--- src/rtl/updown_pkg.sv ---
// Shared definitions for the up/down counter command sequencer:
// default width, command opcodes and controller states.
package updown_pkg;

    localparam int WIDTH_DEF = 4;

    localparam logic [1:0] OP_NOP  = 2'b00;
    localparam logic [1:0] OP_LOAD = 2'b01;
    localparam logic [1:0] OP_UP   = 2'b10;
    localparam logic [1:0] OP_DOWN = 2'b11;

    typedef enum logic [1:0] {
        IDLE = 2'd0,
        LOAD = 2'd1,
        RUN  = 2'd2
    } state_t;

endpackage

--- src/rtl/updown_seq_ctrl.sv ---
// Command sequencer for the up/down counter: runs LOAD/UP/DOWN commands as
// exact step counts and freezes the counter between commands by self-reload.
module updown_seq_ctrl
    import updown_pkg::*;
#(
    parameter int WIDTH = WIDTH_DEF
) (
    input  logic             clk,
    input  logic             rst,
    input  logic             cmd_valid,
    output logic             cmd_ready,
    input  logic [1:0]       cmd_op,
    input  logic [WIDTH-1:0] cmd_arg,
    input  logic [WIDTH-1:0] q_in,
    output logic             load,
    output logic             mode,
    output logic [WIDTH-1:0] data,
    output logic             busy,
    output logic             done,
    output logic             wrap
);

    state_t           state_reg, state_next;
    logic [WIDTH-1:0] rem_reg, rem_next;
    logic [WIDTH-1:0] arg_reg, arg_next;
    logic             up_reg, up_next;
    logic             done_reg, done_next;
    logic             wrap_reg, wrap_next;
    logic             accept;

    assign cmd_ready = (state_reg == IDLE) && !rst;
    assign accept    = cmd_valid && cmd_ready;
    assign busy      = (state_reg != IDLE);
    assign done      = done_reg;
    assign wrap      = wrap_reg;

    always_ff @(posedge clk) begin
        if (rst) begin
            state_reg <= IDLE;
            rem_reg   <= '0;
            arg_reg   <= '0;
            up_reg    <= 1'b0;
            done_reg  <= 1'b0;
            wrap_reg  <= 1'b0;
        end else begin
            state_reg <= state_next;
            rem_reg   <= rem_next;
            arg_reg   <= arg_next;
            up_reg    <= up_next;
            done_reg  <= done_next;
            wrap_reg  <= wrap_next;
        end
    end

    always_comb begin
        state_next = state_reg;
        rem_next   = rem_reg;
        arg_next   = arg_reg;
        up_next    = up_reg;
        done_next  = 1'b0;
        wrap_next  = wrap_reg;
        load       = 1'b1;
        mode       = 1'b0;
        data       = q_in;

        case (state_reg)
            IDLE: begin
                if (accept) begin
                    wrap_next = 1'b0;
                    if (cmd_op == OP_LOAD) begin
                        arg_next   = cmd_arg;
                        state_next = LOAD;
                    end else if ((cmd_op == OP_UP || cmd_op == OP_DOWN) && cmd_arg != '0) begin
                        rem_next   = cmd_arg;
                        up_next    = (cmd_op == OP_UP);
                        state_next = RUN;
                    end else begin
                        // NOP and zero-step moves complete immediately
                        done_next = 1'b1;
                    end
                end
            end
            LOAD: begin
                data       = arg_reg;
                state_next = IDLE;
                done_next  = 1'b1;
            end
            RUN: begin
                load     = 1'b0;
                mode     = up_reg;
                rem_next = rem_reg - WIDTH'(1);
                // q_in is the value about to be stepped, so wrap is seen before it happens
                if ((up_reg && q_in == '1) || (!up_reg && q_in == '0))
                    wrap_next = 1'b1;
                if (rem_reg == WIDTH'(1)) begin
                    state_next = IDLE;
                    done_next  = 1'b1;
                end
            end
            default: begin
                state_next = IDLE;
            end
        endcase
    end

endmodule

--- config.mk ---
export PLATFORM = sky130hd
export DESIGN_NAME = updown_seq_ctrl
export DESIGN_NICKNAME = d
export VERILOG_FILES = /design/src/rtl/updown_pkg.sv /design/src/rtl/updown_seq_ctrl.sv
export SDC_FILE = /design/constraint.sdc
export NUM_CORES = 1
export LEC_CHECK = 0
export CAP_MARGIN = 20
export CORE_MARGIN = 8
export CORE_UTILIZATION = 46
export DETAILED_ROUTE_END_ITERATION = 10
export PLACE_DENSITY = 0.87
export REMOVE_ABC_BUFFERS = 1
export SLEW_MARGIN = 0
export SYNTH_ARGS = -nofsm -noshare
export SYNTH_HDL_FRONTEND = slang
export SYNTH_SLANG_ARGS = --single-unit
--- constraint.sdc ---
create_clock -name clk -period 4.8 [get_ports clk]
set_clock_uncertainty 0.2 [all_clocks]
set_input_delay 0.72 -clock clk [delete_from_list [all_inputs] [get_ports clk]]
set_output_delay 0.72 -clock clk [all_outputs]
set_load 0.02 [all_outputs]
After elaboration in Yosys (flattened, before gate mapping). Cells that the tools add are included.

Reductions and logical operators: 19. Mux-type cells: 20. Equal/unequal tests: 13. Add/sub/neg operators: 1. Bitwise logic cells: 1.

Operators by type and width (number): $mux W4 (4); $reduce_and A3 Y1 (3); $mux W1 (8); $mux W2 (4); $ne A2 B2 Y1 const B (4); $pmux W4 S2 (1); $reduce_and A4 Y1 (2); $eq A2 B2 Y1 const B (3); $logic_and A1 B1 Y1 (5); $eq A2 B1 Y1 const B (2); $eq A4 B1 Y1 const B (1); $eq A4 B4 Y1 const B (1); $logic_not A4 Y1 (1); $pmux W2 S2 (1); $reduce_bool A2 Y1 (2); $reduce_bool A4 Y1 (1); $sub A4 B1 Y4 const B (1); $ne A3 B1 Y1 const B (1); $pmux W1 S3 (1); $logic_not A1 Y1 (2); $logic_not A2 Y1 (1); $logic_or A1 B1 Y1 (2); $ne A2 B1 Y1 const B (1); $pmux W1 S2 (1); $not A1 Y1 (1).

Output and inout bits: 10. Input port bits: 13. Bits in registers: 13.

Logic depth before layout (Yosys ltp). Gate-level depths: netlist (run 1).

Depth after elaboration: 7. Depth in mapped cells: 6. Mapped depth without buffers: 5.

Worst setup path before layout (run 1). OpenSTA, ideal clock, no wires.

Path type: input -> register. Start point: input port rst. End point: register arg_reg[0]. Cell stages on the path: 5. Path slack: 2736 ps. Data required time: 4473 ps. Buffers on the path: 1. Arrival: 1737 ps. Cell sequence: nor3_2 and4b_1 buf_2 mux2i_1 nor2_1.

Cells in the longest elaborated chain, start to end: 4.

Ends and longest elaborated chain: start, declared (line updown_seq_ctrl.sv:9) `input logic rst,`; $logic_not A1 Y1 (line updown_seq_ctrl.sv:31) `assign cmd_ready = (state_reg == IDLE) && !rst;`; $logic_and A1 B1 Y1 (line updown_seq_ctrl.sv:31); $logic_and A1 B1 Y1 (line updown_seq_ctrl.sv:32) `assign accept = cmd_valid && cmd_ready;`; $reduce_and A3 Y1 (no line); end signal, assigned (line updown_seq_ctrl.sv:48) `arg_reg <= arg_next;`; end, declared (line updown_seq_ctrl.sv:25) `logic [WIDTH-1:0] arg_reg, arg_next;`.

Parallel ways exist; a longest one is shown, timed or not. A chain may end at the register's enable or synchronous reset.

Worst setup path after layout (run 1).
Start point: input port rst. End point: output port cmd_ready.

Cells in the longest elaborated chain, start to end: 2.

Ends and longest elaborated chain: $logic_not A1 Y1 (line updown_seq_ctrl.sv:31); $logic_and A1 B1 Y1 (line updown_seq_ctrl.sv:31); end, declared (line updown_seq_ctrl.sv:11) `output logic cmd_ready,`.

No other way between the ends.

==> summary.md, run 1 <==
| Metric | Value |
|---|---|
| Status | completed |
| Synthesized flop and latch total | 13 |
| CTS tree | yes |
| Largest net degree at the start of global routing | 14 |
| Clock buffer count from CTS | 3 |
| Layout cell share with drive strength beyond 1 | 13.1% |
| Slew HR | 67.1% |
| Drt via density | between 5 and 6 |
| Yosys warns | 0 |
| Routed len/inst | about 16 um |
| Max Root-Sink Buffers | 2 |
| HP Class | register to register |
| Row Count | 14 |
| Critical Path Max Stage Delay | between 600 and 700 ps |
| Initial DRT Pass Iterations | 4 |
| Setup Fix Bufs, Post-CTS | 0 |
| Fin crit period | 3300 ps |
| Distinct cell type count after synthesis | 30 |
| Crit-path cells | clkdlybuf4s50_1, nor3_2, clkdlybuf4s50_1 |
| Worst-path clk slew | around 80 ps |
| P&R area growth vs syn | 36.2% |
| Die Wd | 54.8 um |
| Total grt overflow | 0 |
| Leakage | 0.000344 uW |
| Setup Total Neg Slack | 0 ps |
| Most used routing layer | met2 |
| Avg Cell Area, Syn | 8.99 um2 |
| Fin cells | 115 |
| Port Buf Inserts | 22 |
| Initial antenna violation count | 0 |
| Post-Synthesis Cells | between 70 and 80 |
| Post-synthesis sequential area ratio | 37.6% |
| Nets@finish | 115 |
| Worst-Skew Late Latency | about 280 ps |
| Most common cell on crit path | clkdlybuf4s50_1 |
| Critical path class | primary input to output port |
| Total wire length | about 1900 um |
| DIE AREA | approximately 0.0030 mm2 |
| Gr usage total | 14.4% |
| Finish-stage setup viols | 0 |
| Cells after DPL | 111 |
| CTS resizes | 0 |
| M1 GR Usage | 15.1% |
| HPWL after DPL | 1430 um |
| Htree depth | 1 |
| Highest clock rate | just over 0.3 GHz |
| # DRC | 0 |
| Peak supply drop | between 150 and 200 uV |
| CP Capture Type | output port |
| CTS root buf | clkbuf_4 |
| Clock sinks | 13 |
| P per Cell Area | 261 mW/mm2 |
| Vias in the first global route | 709 |
| Initial core utilization | ~48% |
| Cell Area, Synth | 692 um2 |
| Slew of the pin with the lowest slew margin | just under 500 ps |
| Worst setup SP type | primary input |
| WP data arrival | 2380 ps |
| CP max-delay cell | clkdlybuf4s50_1 |
| Met2 Use GR | 23.6% |
| Diode count | 0 |
| ANT nets after route | 0 |
| Placeable Area | roughly 0.0015 mm2 |
| Crit path max fanout | 13 |
| Maxcap violations | 0 |
| Hold_buf cts | 0 |
| First-pass GRT wire length | 3150 um |
| Period utilization | 68.8% |
| R2r setup slk | around 2900 ps |
| Max Transition Viols Final | 0 |
| Routability cong. | ~0.84 |
| Die Span Y | between 50 and 60 um |
| I/O Pins | 23 |
| Vias post-DR | 668 |
| Final Hold Viols | 0 |
| Met3 usage | under 10% |
| Critical Path RT | 3880 ps |
| Iter 0 DRT Violations | 19 |
| Unrepaired setup endpoints after global routing | no |
-- cell usage after synthesis --
| master | n | area, um2 |
|---|---|---|
| a2111oi_0 | 1 | 8.76 |
| a21oi_1 | 5 | 25.0 |
| a221oi_1 | 1 | 8.76 |
| a311oi_1 | 1 | 8.76 |
| a31o_2 | 1 | 8.76 |
| a31oi_1 | 4 | 25.0 |
| a32oi_1 | 1 | 8.76 |
| and2_1 | 2 | 12.5 |
| and2b_2 | 1 | 8.76 |
| and4b_1 | 2 | 20.0 |
| buf_2 | 1 | 5.00 |
| clkbuf_1 | 3 | 11.3 |
| dfxtp_1 | 13 | 260 |
| ha_1 | 2 | 25.0 |
| inv_1 | 3 | 11.3 |
| inv_2 | 1 | 3.75 |
| mux2_2 | 4 | 45.0 |
| mux2i_1 | 5 | 50.1 |
| nand2_1 | 2 | 7.51 |
| nand2b_1 | 2 | 12.5 |
| nand3_1 | 3 | 15.0 |
| nand3b_1 | 1 | 7.51 |
| nor2_1 | 5 | 18.8 |
| nor3_1 | 2 | 10.0 |
| nor3_2 | 1 | 10.0 |
| nor3b_1 | 1 | 7.51 |
| o21ai_0 | 3 | 15.0 |
| or2_0 | 1 | 6.26 |
| or2_2 | 2 | 12.5 |
| or4_1 | 3 | 22.5 |
-- worst max-delay path, delay by kind of cell --
family	cells	cell delay [ps]
buffers and inverters	2	1330
AND/OR/NAND/NOR	1	340
-- layout make-up --
cell class,count,area (um2)
clock buffer,4,26.3
fill,128,512
inverter,4,15.0
multi-input combinational,56,400
sequential,13,260
tap,16,20.0
timing repair buffer,22,220
-- metal layers --
layer  routed length, um  up-vias
li1                    -      330
met1                 825      308
met2                 914       24
met3                  96        6
met4                  47        0
met5                   0        -
-- cells by family after synthesis --
| family | count (synthesis) | share of synthesized area, % |
|---|---|---|
| compound gates | 17 | 15.7 |
| fa+ha+maj | 2 | 3.62 |
| buf+inv | 8 | 4.52 |
| flops | 13 | 37.6 |
| mux | 9 | 13.7 |
| simple gates | 28 | 24.8 |
-- stage by stage --
stage | utilization (%) | hold WS [ps] | setup slack [ps] | instance area (um2) | power [uW]
finish | 64.8 | 306 | 1500 | 942 | 246
global route | 64.8 | 328 | 1400 | 942 | 260
CTS | 64.8 | 311 | 1510 | 942 | 246
detailed placement | 63.0 | 292 | 1510 | 916 | 178
global placement | 63.0 | 278 | 1550 | 916 | 177
floorplan | - | 256 | 2740 | 676 | 149
-- cells in the final DEF (no fill, tap or decap), types with 3 or more instances in the layout --
cell type / netlist / layout
inv_1: 3 / 3
or4_1: 3 / 3
clkdlybuf4s50_1: 0 / 22
mux2i_1: 5 / 5
a31oi_1: 4 / 4
a21oi_1: 5 / 5
dfxtp_1: 13 / 13
o21ai_0: 3 / 3
mux2_2: 4 / 4
nor2_1: 5 / 5
nand3_1: 3 / 3
clkbuf_4: 0 / 3
-- path summary, 6_finish.rpt --
check	startpoint	to	depth (start not counted)
setup / recovery	rst	cmd_ready	3
hold / removal	arg_reg[2]	arg_reg[2]	2
setup reg to reg	state_reg[1]	rem_reg[3]	5
hold reg to reg	arg_reg[2]	arg_reg[2]	2
-- power by group --
part / internal, uW / switching (uW) / total (uW)
clock network: 32.3 / 37.1 / 69.3
logic: 30.0 / 27.1 / 57.1
registers: 114 / 5.79 / 119
(Power assumes the default switching activity.)
==> run 2, diff against run 1 <==
CORE_UTILIZATION = 39   (was 46)
PLACE_DENSITY = 0.8   (was 0.87)
clock period = 2.7 ns   (was 4.8 ns; I/O delays follow)
==> run 2 against run 1 <==
Sequential power up 77%. Register-to-register slack worse by 2100 ps. Sequential cell count unchanged. Critical path depth stayed put. Core utilization shrank 8.5 points. First-iteration DRC count decreased by 16%.
==> summary.md, run 2 (synthesized netlist as in run 1, its figures left out) <==
| Metric | Value |
|---|---|
| Fill cells | 148 (+16%) |
| P&R area growth vs syn | 37.4% |
| Worst path top cell family by delay | buffers and inverters |
| Unrepaired setup endpoints after global routing | no |
| HPWL after DPL | 1340 um (-6.5%) |
| # DRC | 0 (unchanged) |
| Crit path max fanout | 9 (-4) |
| HP Class | register to register |
| Die Wd | 58.1 um (+6.1%) |
| Fin crit period | ~2600 ps |
| Critical path buffer and inverter count | 1 (-1) |
| Routed len/inst | 14.9 um (-8.9%) |
| Final hold slack | 292 ps (-14.2 ps) |
| CTS tree | yes |
| Worst setup SP type | register |
| Fin cells | 117 (+1.7%) |
| Finish-stage setup viols | 0 (unchanged) |
| Port Buf Inserts | 22 (unchanged) |
| Cells after DPL | 113 (+1.8%) |
| CTS resizes | 0 (unchanged) |
| Initial DRT Pass Iterations | 4 (unchanged) |
| Drt via density | 5.68 (-2.2%) |
| Vias in the first global route | 673 (-5.1%) |
| DIE AREA | 0.00338 mm2 (+13%) |
| Vias post-DR | 665 (-0.45%) |
| First-pass GRT wire length | 2950 um (-6.4%) |
| Final core utilization | 56.3% (-8.5 points) |
| Critical path class | register to output port |
| Die Span Y | 58.1 um (+6.1%) |
| CP max-delay cell | clkdlybuf4s50_1 |
| Leakage | 0.000348 uW (+1.4%) |
| Row Count | 15 (+1) |
| Highest clock rate | 0.385 GHz |
| Crit-path cells | nand2b_1, mux2_2, clkdlybuf4s50_1 |
| Hold_buf cts | 0 (unchanged) |
| Status | completed |
| Critical Path Max Stage Delay | 540 ps (-130 ps) |
| Setup Total Neg Slack | 0 ps (unchanged) |
| Initial core utilization | 41.0% (-6.6 points) |
| Peak supply drop | 252 uV (+31%) |
| Worst-path clk slew | 80 ps (about the same) |
| Nets@finish | 116 (+0.87%) |
| Htree depth | 1 (unchanged) |
| Multi-input logic area | 400 um2 (unchanged) |
| Diode count | 0 (unchanged) |
| Period utilization | 96.2% |
| Worst-Skew Late Latency | 280 ps (about the same) |
| Final Hold Viols | 0 (unchanged) |
| Max Transition Viols Final | 0 (unchanged) |
| Slew of the pin with the lowest slew margin | 395 ps (-97.2 ps) |
| Clock buffer count from CTS | 3 (unchanged) |
| I/O Pins | 23 (unchanged) |
| Largest net degree at the start of global routing | 13 (-1) |
| CTS root buf | clkbuf_4 |
| P per Cell Area | 458 mW/mm2 (+76%) |
| Critical Path RT | 2100 ps (-1780 ps) |
| Layout cell share with drive strength beyond 1 | 14.0% (+0.87 points) |
| CP Capture Type | output port |
| Routability cong. | 0.826 (-2.1%) |
| Setup Fix Bufs, Post-CTS | 0 (unchanged) |
| Slew HR | 73.0% (+5.9 points) |
| Total grt overflow | 0 (unchanged) |
| Clock sinks | 13 (unchanged) |
| Maxcap violations | 0 (unchanged) |
| ANT nets after route | 0 (unchanged) |
| Commonest non-fill, non-tap cell in the layout | clkdlybuf4s50_1 |
| Iter 0 DRT Violations | 16 (-3) |
| WP data arrival | 1990 ps (-390 ps) |
| Gr usage total | 11.2% (-3.2 points) |
| Storage cell area | 260 um2 (unchanged) |
| Initial antenna violation count | 0 (unchanged) |
| Placeable Area | 0.00169 mm2 (+16%) |
| Power Total | 435 uW (+77%) |
| Most frequent cells in the layout | clkdlybuf4s50_1, dfxtp_1, nor2_1, mux2i_1, a21oi_1 |
| Max Root-Sink Buffers | 2 (unchanged) |
| Total wire length | 1750 um (-7.3%) |
[run 2: cell count changes in the layout (fill, tap and decap cells not counted), sizes merged]
cell / previous run / this run
buf: 0 / 1
[run 2: final cells by class]
class                           instances  area share [%]
Multi-Input combinational cell         56            42.1
Sequential cell                        13            27.4
Timing Repair Buffer                   23            23.9
Clock buffer                            4            2.76
Tap cell                               17            2.24
Inverter                                4            1.58
[run 2: per-layer routing]
metal	part of all wire [%]	track usage, %	up-vias
li1	-	-	327
met5	0	0	-
met1	42	11.4	311
met2	47	18.5	23
met3	8.7	5.52	4
met4	1.5	5.94	0
[run 2: final timing paths]
path                      from  slack (ps)    endpoint  cells after the start
setup / recovery  state_reg[1]         100     data[3]                      3
hold / removal      arg_reg[1]         290  arg_reg[1]                      2
setup reg to reg  state_reg[1]         870  rem_reg[3]                      5
hold reg to reg     arg_reg[1]         290  arg_reg[1]                      2
[run 2: power breakdown]
part | leakage, uW | switching [uW] | internal, uW
logic | 0.000227 | 47.2 | 54.1
registers | 0.000106 | 9.69 | 202
clock network | 0.0000150 | 65.2 | 57.5
total | 0.000348 | 122 | 313
[run 2: worst min-delay path, cell delays in order (launching register included)]
cell and delay (ps):
dfxtp_1 330, mux2i_1 60, nor2_1 70
[run 2: stage by stage]
step / worst slack (ps) / area (um2)
final: 101 / 951
after global routing: 13.6 / 951
after CTS: 109 / 951
after detailed placement: 342 / 925
after global placement: 360 / 925
after floorplan: 934 / 676
==> run 3, diff against run 2 <==
CAP_MARGIN = not set   (was 20)
TNS_END_PERCENT = 20   (was not set)
==> results of run 3 <==
No change in the layout: final DEF, timing and power equal those of run 2.
